$ cat src/rtl/popcount_pkg.sv
// rtl/popcount_pkg.sv - shared state encoding and count-width helper for popcount_seq
package popcount_pkg;

  typedef enum logic [1:0] {
    IDLE  = 2'd0,
    COUNT = 2'd1,
    DONE  = 2'd2
  } state_t;

  // Bits needed to hold any count from 0 to width inclusive.
  function automatic int count_width(input int width);
    return $clog2(width + 1);
  endfunction

endpackage

$ cat src/rtl/popcount_seq_if.sv
// rtl/popcount_seq_if.sv - word-in / count-out handshake bundle; count_zeros present only with POPCOUNT_SEQ_ZEROS_EN
interface popcount_seq_if
  import popcount_pkg::*;
#(
  parameter int WIDTH = 16
);
  localparam int CW = count_width(WIDTH);

  logic             in_valid;
  logic             in_ready;
  logic [WIDTH-1:0] in_data;
`ifdef POPCOUNT_SEQ_ZEROS_EN
  logic             count_zeros;
`endif
  logic             out_valid;
  logic             out_ready;
  logic [CW-1:0]    out_count;
  logic             busy;

  // Producer/consumer side.
  modport master (
    output in_valid, in_data, out_ready,
`ifdef POPCOUNT_SEQ_ZEROS_EN
    output count_zeros,
`endif
    input  in_ready, out_valid, out_count, busy
  );

  // Counter side.
  modport slave (
    input  in_valid, in_data, out_ready,
`ifdef POPCOUNT_SEQ_ZEROS_EN
    input  count_zeros,
`endif
    output in_ready, out_valid, out_count, busy
  );

endinterface

$ cat src/rtl/popcount_dp.sv
// rtl/popcount_dp.sv - popcount datapath: working word, lowest-set-bit clear, bit counter, result register
module popcount_dp
  import popcount_pkg::*;
#(
  parameter int  WIDTH = 16,
  localparam int CW    = count_width(WIDTH)
) (
  input  logic             clk,
  input  logic             rst,
  input  logic             i_load,
  input  logic [WIDTH-1:0] i_data,
  input  logic             i_step,
  input  logic             i_latch,
  output logic             o_zero,
  output logic [CW-1:0]    o_count
);

  logic [WIDTH-1:0] r_num;
  logic [CW-1:0]    r_cnt;
  logic [CW-1:0]    r_out_count;
  logic [WIDTH-1:0] w_num_clr;

  // Only used while r_num is nonzero, so the decrement never wraps.
  assign w_num_clr = r_num & (r_num - WIDTH'(1));
  assign o_zero    = (r_num == '0);
  assign o_count   = r_out_count;

  // Working word and running count: load a fresh word, or strip one set bit per step.
  always_ff @(posedge clk or posedge rst) begin
    if (rst) begin
      r_num <= '0;
      r_cnt <= '0;
    end else if (i_load) begin
      r_num <= i_data;
      r_cnt <= '0;
    end else if (i_step) begin
      r_num <= w_num_clr;
      r_cnt <= r_cnt + CW'(1);
    end
  end

  // Result register: captured once the word is exhausted, held until the next latch.
  always_ff @(posedge clk or posedge rst) begin
    if (rst) begin
      r_out_count <= '0;
    end else if (i_latch) begin
      r_out_count <= r_cnt;
    end
  end

endmodule

$ cat src/rtl/popcount_seq.sv
// rtl/popcount_seq.sv - sequential set-bit counter with handshakes; POPCOUNT_SEQ_ZEROS_EN adds count_zeros
module popcount_seq
  import popcount_pkg::*;
#(
  parameter int WIDTH = 16
) (
  input  logic          clk,
  input  logic          rst,
  popcount_seq_if.slave bus
);

  localparam int CW = count_width(WIDTH);

  state_t           r_state;
  state_t           w_next;
  logic             w_load;
  logic             w_step;
  logic             w_latch;
  logic             w_in_ready;
  logic             w_zero;
  logic [WIDTH-1:0] w_load_data;
  logic [CW-1:0]    w_count;

`ifdef POPCOUNT_SEQ_ZEROS_EN
  assign w_load_data = bus.count_zeros ? ~bus.in_data : bus.in_data;
`else
  assign w_load_data = bus.in_data;
`endif

  popcount_dp #(.WIDTH(WIDTH)) u_dp (
    .clk     (clk),
    .rst     (rst),
    .i_load  (w_load),
    .i_data  (w_load_data),
    .i_step  (w_step),
    .i_latch (w_latch),
    .o_zero  (w_zero),
    .o_count (w_count)
  );

  // State register; reset abandons any word in flight.
  always_ff @(posedge clk or posedge rst) begin
    if (rst) begin
      r_state <= IDLE;
    end else begin
      r_state <= w_next;
    end
  end

  // Next state and datapath enables; DONE hands off straight to the next word when out_ready allows.
  always_comb begin
    w_next     = r_state;
    w_load     = 1'b0;
    w_step     = 1'b0;
    w_latch    = 1'b0;
    w_in_ready = 1'b0;
    case (r_state)
      IDLE: begin
        w_in_ready = 1'b1;
        if (bus.in_valid) begin
          w_load = 1'b1;
          w_next = COUNT;
        end
      end
      COUNT: begin
        if (w_zero) begin
          w_latch = 1'b1;
          w_next  = DONE;
        end else begin
          w_step = 1'b1;
        end
      end
      DONE: begin
        w_in_ready = bus.out_ready;
        if (bus.out_ready) begin
          if (bus.in_valid) begin
            w_load = 1'b1;
            w_next = COUNT;
          end else begin
            w_next = IDLE;
          end
        end
      end
      default: w_next = IDLE;
    endcase
  end

  assign bus.in_ready  = w_in_ready;
  assign bus.out_valid = (r_state == DONE);
  assign bus.busy      = (r_state == COUNT);
  assign bus.out_count = w_count;

endmodule

$ cat src/flat_wrapper.sv
// flat-port wrapper written by rule: the top's interface ports become plain ports
module popcount_seq_flat import popcount_pkg::*;
#(
  parameter int WIDTH = 16
)
  (clk, rst, bus_in_valid, bus_in_data, bus_out_ready, bus_in_ready, bus_out_valid, bus_out_count, bus_busy);
  popcount_seq_if #(.WIDTH(WIDTH)) bus_i ();
  input  logic clk;
  input  logic rst;
  input wire logic [$bits(bus_i.in_valid)-1:0] bus_in_valid;
  input wire logic [$bits(bus_i.in_data)-1:0] bus_in_data;
  input wire logic [$bits(bus_i.out_ready)-1:0] bus_out_ready;
  output wire logic [$bits(bus_i.in_ready)-1:0] bus_in_ready;
  output wire logic [$bits(bus_i.out_valid)-1:0] bus_out_valid;
  output wire logic [$bits(bus_i.out_count)-1:0] bus_out_count;
  output wire logic [$bits(bus_i.busy)-1:0] bus_busy;
  assign bus_i.in_valid = bus_in_valid;
  assign bus_i.in_data = bus_in_data;
  assign bus_i.out_ready = bus_out_ready;
  assign bus_in_ready = bus_i.in_ready;
  assign bus_out_valid = bus_i.out_valid;
  assign bus_out_count = bus_i.out_count;
  assign bus_busy = bus_i.busy;
  popcount_seq #(.WIDTH(WIDTH)) u_core (.clk(clk), .rst(rst), .bus(bus_i));
endmodule
$ cat config.mk
export PLATFORM = sky130hd
export DESIGN_NAME = popcount_seq_flat
export DESIGN_NICKNAME = d
export VERILOG_FILES = /design/src/rtl/popcount_pkg.sv /design/src/rtl/popcount_seq_if.sv /design/src/rtl/popcount_dp.sv /design/src/rtl/popcount_seq.sv /design/src/flat_wrapper.sv
export SDC_FILE = /design/constraint.sdc
export NUM_CORES = 1
export LEC_CHECK = 0
export CAP_MARGIN = 40
export CORE_MARGIN = 2
export CORE_UTILIZATION = 50
export DETAILED_ROUTE_END_ITERATION = 16
export GPL_ROUTABILITY_DRIVEN = 1
export PLACE_DENSITY = 0.78
export SETUP_SLACK_MARGIN = 0.4
export SLEW_MARGIN = 20
export SYNTH_ARGS = -nofsm -noshare
export SYNTH_HDL_FRONTEND = slang
export SYNTH_SLANG_ARGS = --single-unit
$ cat constraint.sdc
create_clock -name clk -period 3.1 [get_ports clk]
set_clock_uncertainty 0.2 [all_clocks]
set_input_delay 0.465 -clock clk [delete_from_list [all_inputs] [get_ports clk]]
set_output_delay 0.465 -clock clk [all_outputs]
set_load 0.005 [all_outputs]
### Word level (Yosys, flattened, before mapping)

Cells that the tools add are included.

* register bits: 28
* bits in latches: 0
* RAM bits: 0
* memory bits (read-only): 0
* input bits: 20
* output and inout bits: 8
* word-level logic and storage cells: 33
* memories kept: 0

* add/sub/neg operators: 2
* multipliers: 0
* divide/modulo/power cells: 0
* $lt $le $gt $ge: 0
* equal/unequal tests: 5
* shift-type cells: 0
* multiplexer cells: 17
* bitwise gates (word level): 1
* reductions and logical operators: 4

Operators with widths (number)
* two-way mux 16 bit: 2
* bitwise AND 16 bit: 1
* logical NOT 16 bit: 1
* subtractor 16 x 1 -> 16 bit, second input constant: 1
* two-way mux 5 bit: 2
* two-way mux 1 bit: 7
* two-way mux 2 bit: 3
* case mux 2 bit (3 select lines): 1
* adder 5 x 1 -> 5 bit, second input constant: 1
* inequality test 2 bit, second input constant: 2
* case mux 1 bit (2 select lines): 2
* AND reduction 3 bit: 1
* == test 2 x 1 -> 1 bit, second input constant: 1
* == test 2 bit, second input constant: 1
* logical NOT 2 bit: 1
* inequality test 2 x 1 -> 1 bit, second input constant: 1
* nonzero test 2 bit: 1

### Logic depth before layout (Yosys ltp)

Gate-level depths: netlist (run 1).

* depth in word-level cells: 5
* mapped depth: 5
* gate-level depth less buffers: 4

### By module

A second synthesis (run 1) with hierarchy kept.

* cell total of the unflattened synthesis: 128
* area, all modules: 1346.3 um^2

By module, submodules not included
* popcount_dp: times used 1, cells an instance 111, area each 1198.6 um^2, seq. area each 650.6 um^2
* popcount_seq: times used 1, cells an instance 17, area each 147.6 um^2, seq. area each 50.0 um^2

### Worst setup path before layout (run 1)

Ideal clock, no wire load.

* kind: register -> register
* from: register u_core.u_dp.r_num[9]
* to: register u_core.u_dp.r_out_count[0], in the netlist u_core.u_dp.o_count[0]
* library setup time: 0.125 ns
* arrival time: 1.418 ns
* required time: 2.775 ns
* slack: 1.357 ns
* stages on the path, launching flop included: 5
* buffers on the path: 0
* clock period less this slack: 1.743 ns
* path through: dfrtp_1 nor4_4 nand3_4 nor2_2 mux2_2

* longest elaborated chain between the ends: 3

Ends and longest elaborated chain
* from (decl): RTL line popcount_dp.sv:18 `logic [WIDTH-1:0] r_num;`
* from (signal assigned): RTL line popcount_dp.sv:34 `r_num <= i_data;`
* from (signal assigned): RTL line popcount_dp.sv:37 `r_num <= w_num_clr;`
* logical NOT 16 bit: RTL line popcount_dp.sv:25 `assign o_zero = (r_num == '0);`
* two-way mux 1 bit: RTL line popcount_seq.sv:66 `if (w_zero) begin`
* two-way mux 1 bit: RTL line popcount_seq.sv:57 `case (r_state)`
* to (signal assigned): RTL line popcount_dp.sv:47 `r_out_count <= r_cnt;`
* to (decl): RTL line popcount_dp.sv:20 `logic [CW-1:0] r_out_count;`

No other way between the ends.
A chain may end at the register's enable or synchronous reset.

### Worst setup path in the final report (run 1)

* from: input bus_out_ready
* to: output bus_in_ready

* longest elaborated chain between the ends: 1

Ends and longest elaborated chain
* from (decl): RTL line flat_wrapper.sv:12 `input wire logic [$bits(bus_i.out_ready)-1:0] bus_out_ready;`
* case mux 1 bit (2 select lines): RTL line popcount_seq.sv:57
* to (decl): RTL line flat_wrapper.sv:13 `output wire logic [$bits(bus_i.in_ready)-1:0] bus_in_ready;`

No other way between the ends.

==> flow_summary.yaml, run 1 <==
timing:
  hold_viol_final: 0
  max-slew-margin-rel_pct: 58.12
  tightest_slew_ns: 0.6282
  max_freq_mhz: 436.8
  fin_crit_ns: 2.289
  setup_viol: 0
  rsz0062_at_grt: "no"
  setup_tns_ns: 0
  min_period_over_period_pct: 73.85
  report.final.slew_viol_count: 0
route:
  wire_per_inst_um: 14.03
  routed_wl_um: 2665
  ant_nets: 0
  first_pass_iters: 4
  drc: 0
  vias_per_cell: 5.537
  drt-initial-drc-count: 46
  dr_total_vias: 1052
synthesis:
  yosys.area_share.simple_pct: 22.42
  synth_cells: 130
  ys.flop_type: "dfrtp_1"
  yosysMostFrequentCell: "dfrtp_1"
  synth_area_mm2: 0.001345
  syn-num-nets: 151
  synthTopCellsByCount: "28 x dfrtp_1, 27 x nand2_1, 11 x o21ai_0, 6 x mux2_2"
  yosys-top-cells-area: "dfrtp_1 52%, nand2_1 7.5%, mux2_2 5.0%"
  synth_xor_area_share_pct: 0
  synth.top_cell.area_share_pct: 52.09
  synth_cell_type_count: 36
  synth_seq_cells: 28
  avgSynthCellArea_um2: 10.35
  synth_top_family_by_area: "simple AND/OR/NAND/NOR gates"
  synth_compound_area_share_pct: 12.93
  yosysTopAreaCell: "dfrtp_1"
  synthMuxAreaShare_pct: 8.744
  synth_edf_count: 0
  synthAdderAreaFrac_pct: 0.9302
  yosys_warnings: 0
  yosysSeqAreaShare_pct: 52.09
  synthArstFlopShare_pct: 100.0
clocking:
  cts_resized: 0
  cts-buffers-inserted: 3
  clk_latency_ns: 0.33
  post_cts_buffers: 0
  htree_num_levels: 1
  clockBufferDepth: 2
  holdBufCountCts: 0
  clockRootBuffer: "clkbuf_4"
  clkTransAtPathRegs_ns: 0.15
  clkSinkCount: 28
  cts_tree: "yes"
global_routing:
  antenna_found_initial: 0
  grt_usage_pct: 18.41
  grt_pass1_vias: 1061
  grt_remaining_overflow: 0
  grt_max_degree: 29
  grt_pass1_wl_um: 4588
setup_path:
  cp.arrival_ns: 1.62
  slowest_delay_ns: 0.54
  critical_path.max_fanout: 4
  crit_start: "bus_out_ready"
  rrSetupSlack_ns: 1.09
  crit_type: "input port to output pin"
  r2r_cells: 4
  slowest_stage: "clkdlybuf4s50_1"
  start_kind: "input port"
  reg2reg_to: "u_core.u_dp.o_count[3]"
  crit_chain: "clkdlybuf4s50_1, o21a_1, clkdlybuf4s50_1"
  end_kind: "output pin"
  cpMostUsedCell: "clkdlybuf4s50_1"
  rr_startpoint: "u_core.u_dp.r_num[4]"
  worst_ep_required_time_ns: 2.43
layout:
  final_area_mm2: 0.001708
  area_growth_pct: 26.98
  final_cells: 190
  fin_nets: 182
  fillers: 213
  insertedDiodeCount: 0
  drive_above_1_share_pct: 13.75
place:
  dpl-instance-area_mm2: 0.001655
  finalWeightedCongestion: 0.7370
  portBuffers: 27
  hpwlAfterDp_um: 1900
  placed_cells: 186
hold_path:
  hold_path.class: "input port to asynchronous set/reset pin"
die:
  pin_count: 28
  dieWidth_um: 55.87
  rows: 18
  initial_core_util_pct: 53.32
  chipHeight_um: 55.87
  dieArea_mm2: 0.003121
  core_area_mm2: 0.002522
run:
  cap_violations: 0
status:
  status: "complete, no violations"
power_and_ir_drop:
  leakagePower_uw: 0.0007837
  ir_drop_mv: 0.5176
  power_density_mw_per_mm2: 918.4
-- layer usage --
metal	wire length, um	track usage, %	part of all wire, %
met5	0	0	0
met4	27	6.803	1.0
met3	89	2.326	3.3
met2	1263	31.46	47
met1	1284	23.98	48
-- cells by family after synthesis --
| kind of cell | after synthesis |
|---|---|
| multiplexers | 11 |
| buffers and inverters | 9 |
| AO/OA/AOI/OAI | 26 |
| adder cells (fa/ha/maj) | 1 |
| flip-flops | 28 |
| AND/OR/NAND/NOR | 55 |
-- registers in the layout, indices dropped and copies added (netlist names) --
signal               flops
u_core.r_state           2
u_core.u_dp.r_num       16
u_core.u_dp.o_count      5
u_core.u_dp.r_cnt        5
-- critical path, delay by kind of cell --
kind	cells	cell delay, ns
compound gates	1	0.13
buf+inv	2	1.03
-- metrics by stage --
step	hold WS [ns]	setup WS [ns]	utilization (%)	total power (uW)
after detailed placement	0.2676	0.6956	65.63	1333
final	0.2742	0.8107	67.71	1569
after global routing	0.3009	0.7918	67.71	1685
after floorplan	0.2394	1.357	-	1106
after global placement	0.2593	0.7498	65.63	1304
after CTS	0.2802	0.8097	67.71	1581
-- power by group --
group          total (uW)  switching (uW)  internal (uW)
Sequential            633             124            509
Combinational         697             370            328
Clock                 238             108            131
Total                1570             601            967
-- cell type report --
type	instances	area [um^2]	area share [%]
tap	30	37.54	2.198
sequential	28	700.7	41.03
clock buffer	3	22.52	1.319
timing repair buffer	30	292.8	17.14
clock inverter	1	30.03	1.758
inverter	5	18.77	1.099
multi-input combinational	93	605.6	35.46
-- worst max-delay path by stage --
| stage | endpoint | cells past startpoint |
|---|---|---|
| final | bus_in_ready | 3 |
| after global routing | bus_busy | 3 |
| after CTS | bus_in_ready | 3 |
| after detailed placement | u_core.u_dp.r_num[1] | 4 |
| after global placement | u_core.u_dp.r_num[1] | 4 |
| after floorplan | u_core.u_dp.o_count[0] | 4 |
-- cell usage in the layout (no fill, tap or decap), types with 2 or more instances in the layout --
cell type	netlist	routed
inv_1	5	5
clkdlybuf4s50_1	0	27
mux2_2	6	6
o21ai_0	11	11
nor3_2	3	3
mux2i_1	5	5
o21a_1	2	2
a21oi_1	3	3
and4_1	2	2
nor3_1	3	3
buf_4	1	3
clkbuf_4	0	3
o311ai_0	2	2
nor2_1	4	4
nand3_1	4	4
dfrtp_1	28	28
nand2_1	27	27
nor2b_1	3	3
Note: power is estimated with default switching activity, not from simulation.
==> run 2, diff against run 1 <==
- CORE_UTILIZATION: 50 -> 45
- PLACE_DENSITY: 0.78 -> 0.74
- clock period: 3.1 -> 1.9 ns (I/O delays scaled with it)
==> flow_summary.yaml, run 2 (same netlist as run 1, synthesis figures left out) <==
timing:
  hold_viol_final: 0
  rsz0062_at_grt: "yes"
  tightest_slew_ns: 0.3850
  max_freq_mhz: 526.2
  setup_viol: 1
  setup_tns_ns: -0.0003983
  fin_crit_ns: 1.900
  fin_ws_ns: -0.0003983
  min_period_over_period_pct: 100.0
  report.final.slew_viol_count: 0
  max-slew-margin-rel_pct: 74.22
layout:
  largest_register_ffs: 16
  final_common_cell: "dfrtp_1"
  final_cell_mix: "27 x dfrtp_1, 21 x nand2_1, 19 x clkdlybuf4s50_1, 17 x buf_4, 13 x buf_6"
  area_growth_pct: 60.74
  fin_nets: 211
  final_area_mm2: 0.002162
  drive_above_1_share_pct: 42.55
  regMostFlops: "u_core.u_dp.r_num"
  insertedDiodeCount: 0
  fillers: 162
setup_path:
  path_buf_inv: 5
  crit_chain: "buf_6, buf_6, inv_6, buf_6, o211ai_1, buf_6, nand2_1, a21oi_1"
  cpMostUsedCell: "buf_6"
  cp.arrival_ns: 1.94
  slowest_delay_ns: 0.44
  start_kind: "flip-flop"
  cp.depth: 8
  critical_path.max_fanout: 7
  worst_ep_required_time_ns: 1.94
  crit_type: "flip-flop to flip-flop"
  slowest_stage: "dfrtp_1"
  end_kind: "flip-flop"
  r2r_cells: 8
  crit_family: "buffers and inverters"
clocking:
  clockRootBuffer: "clkbuf_4"
  htree_num_levels: 1
  clkSinkCount: 28
  cts-buffers-inserted: 3
  cts_tree: "yes"
  clockBufferDepth: 2
  clk_latency_ns: 0.33
  holdBufCountCts: 0
  clkTransAtPathRegs_ns: 0.15
route:
  drc: 2
  ant_nets: 0
  first_pass_iters: 10
  routed_wl_um: 4007
  dr_total_vias: 1233
  vias_per_cell: 5.630
  wire_per_inst_um: 18.30
  drt-initial-drc-count: 50
place:
  portBuffers: 27
  dpl-instance-area_mm2: 0.001705
  finalWeightedCongestion: 0.7895
  hpwlAfterDp_um: 2120
die:
  dieWidth_um: 58.67
  core_area_mm2: 0.002805
  pin_count: 28
  rows: 19
  chipHeight_um: 58.67
  dieArea_mm2: 0.003442
  initial_core_util_pct: 47.95
global_routing:
  grt_pass1_wl_um: 5837
  grt_usage_pct: 22.62
  grt_pass1_vias: 1255
  grt_remaining_overflow: 0
  antenna_found_initial: 0
  grt_max_degree: 29
hold_path:
  hold_path.class: "input port to asynchronous set/reset pin"
power_and_ir_drop:
  ir_drop_mv: 0.7636
  pwr-share-comb_pct: 61.0
  switchingPower_uw: 1458
  switching_share_pct: 42.16
  seqPwrFrac_pct: 31.8
  power_density_mw_per_mm2: 1599
  leakagePower_uw: 0.0009849
  p_int_uw: 2000
  clkPwrFrac_pct: 7.2
status:
  violations: "DRC, setup timing"
  status: "finished, violations left"
run:
  cap_violations: 0
-- run 2: cell types whose count changed in the layout (fill, tap and decap cells not counted), moves of 6 or more --
cell and delta:
nand2_1 -6, clkdlybuf4s50_1 -8, o21ai_1 +7, buf_4 +14, buf_6 +13, o21ai_0 -11
-- run 2: power by group through the flow --
stage	sequential, uW	clock (uW)	combinational, uW
CTS	1060	251	1620
detailed placement	1060	0	1200
finish	1100	250	2110
floorplan	1020	0	843
global placement	1040	0	1160
global route	1130	282	2270
-- run 2: tightest hold or removal path: cells and delay by family --
family	cells	cell delay, ns
buffers and inverters	3	0.78
-- run 2: final cells by class --
class                   instances  area, um^2  share of cell area, %
clock buffers                   3       22.52                  1.042
inverters                       5       23.77                  1.100
multi-input cells              93       795.8                  36.81
flip-flops and latches         28       701.9                  32.47
well taps                      31       38.79                  1.794
repair buffers                 59       579.3                  26.79
-- run 2: worst paths after layout --
path | start | end | slack (ns)
worst max register to register | u_core.r_state[1] | u_core.u_dp.r_num[14] | -0.0004
worst min register to register | u_core.u_dp.r_cnt[4] | u_core.u_dp.r_cnt[4] | 0.32
max in group asynchronous | rst | u_core.u_dp.r_num[3] | 1.10
min in group clk | bus_in_data[3] | u_core.u_dp.r_num[3] | 0.27
worst max-delay path | u_core.r_state[1] | u_core.u_dp.r_num[14] | -0.0004
worst min-delay path | rst | u_core.u_dp.r_cnt[0] | 0.10
-- run 2: layer usage --
| metal | up-vias | GRT usage (%) | wire length [um] | part of all wire (%) |
|---|---|---|---|---|
| li1 | 580 | - | - | - |
| met1 | 608 | 29.55 | 1695 | 42 |
| met2 | 35 | 38.20 | 2091 | 52 |
| met3 | 10 | 2.418 | 113 | 2.8 |
| met4 | 0 | 9.740 | 106 | 2.6 |
| met5 | - | 0 | 0 | 0 |
-- run 2: stage by stage --
| step | cells | total power [uW] | util (%) | hold WS [ns] | setup slack, ns |
|---|---|---|---|---|---|
| floorplan | 130 | 1860 | - | 0.1504 | 0.2070 |
| global placement | 190 | 2202 | 60.79 | 0.2630 | 0.03740 |
| detailed placement | 190 | 2260 | 60.79 | 0.2766 | 0.004949 |
| CTS | 210 | 2931 | 69.18 | 0.1119 | 0.05128 |
| global route | 219 | 3676 | 77.07 | 0.1518 | -0.08967 |
| finish | 219 | 3458 | 77.07 | 0.1020 | -0.0003983 |
-- run 2: repair_timing --
item / CTS / global route
resized for setup: 46 / 46
cloned: 1 / 0
pin swaps: 9 / 21
hold endpoints to repair: 0 / 0
setup buffers: 16 / 9
endpoints found under the setup margin: 32 / 36
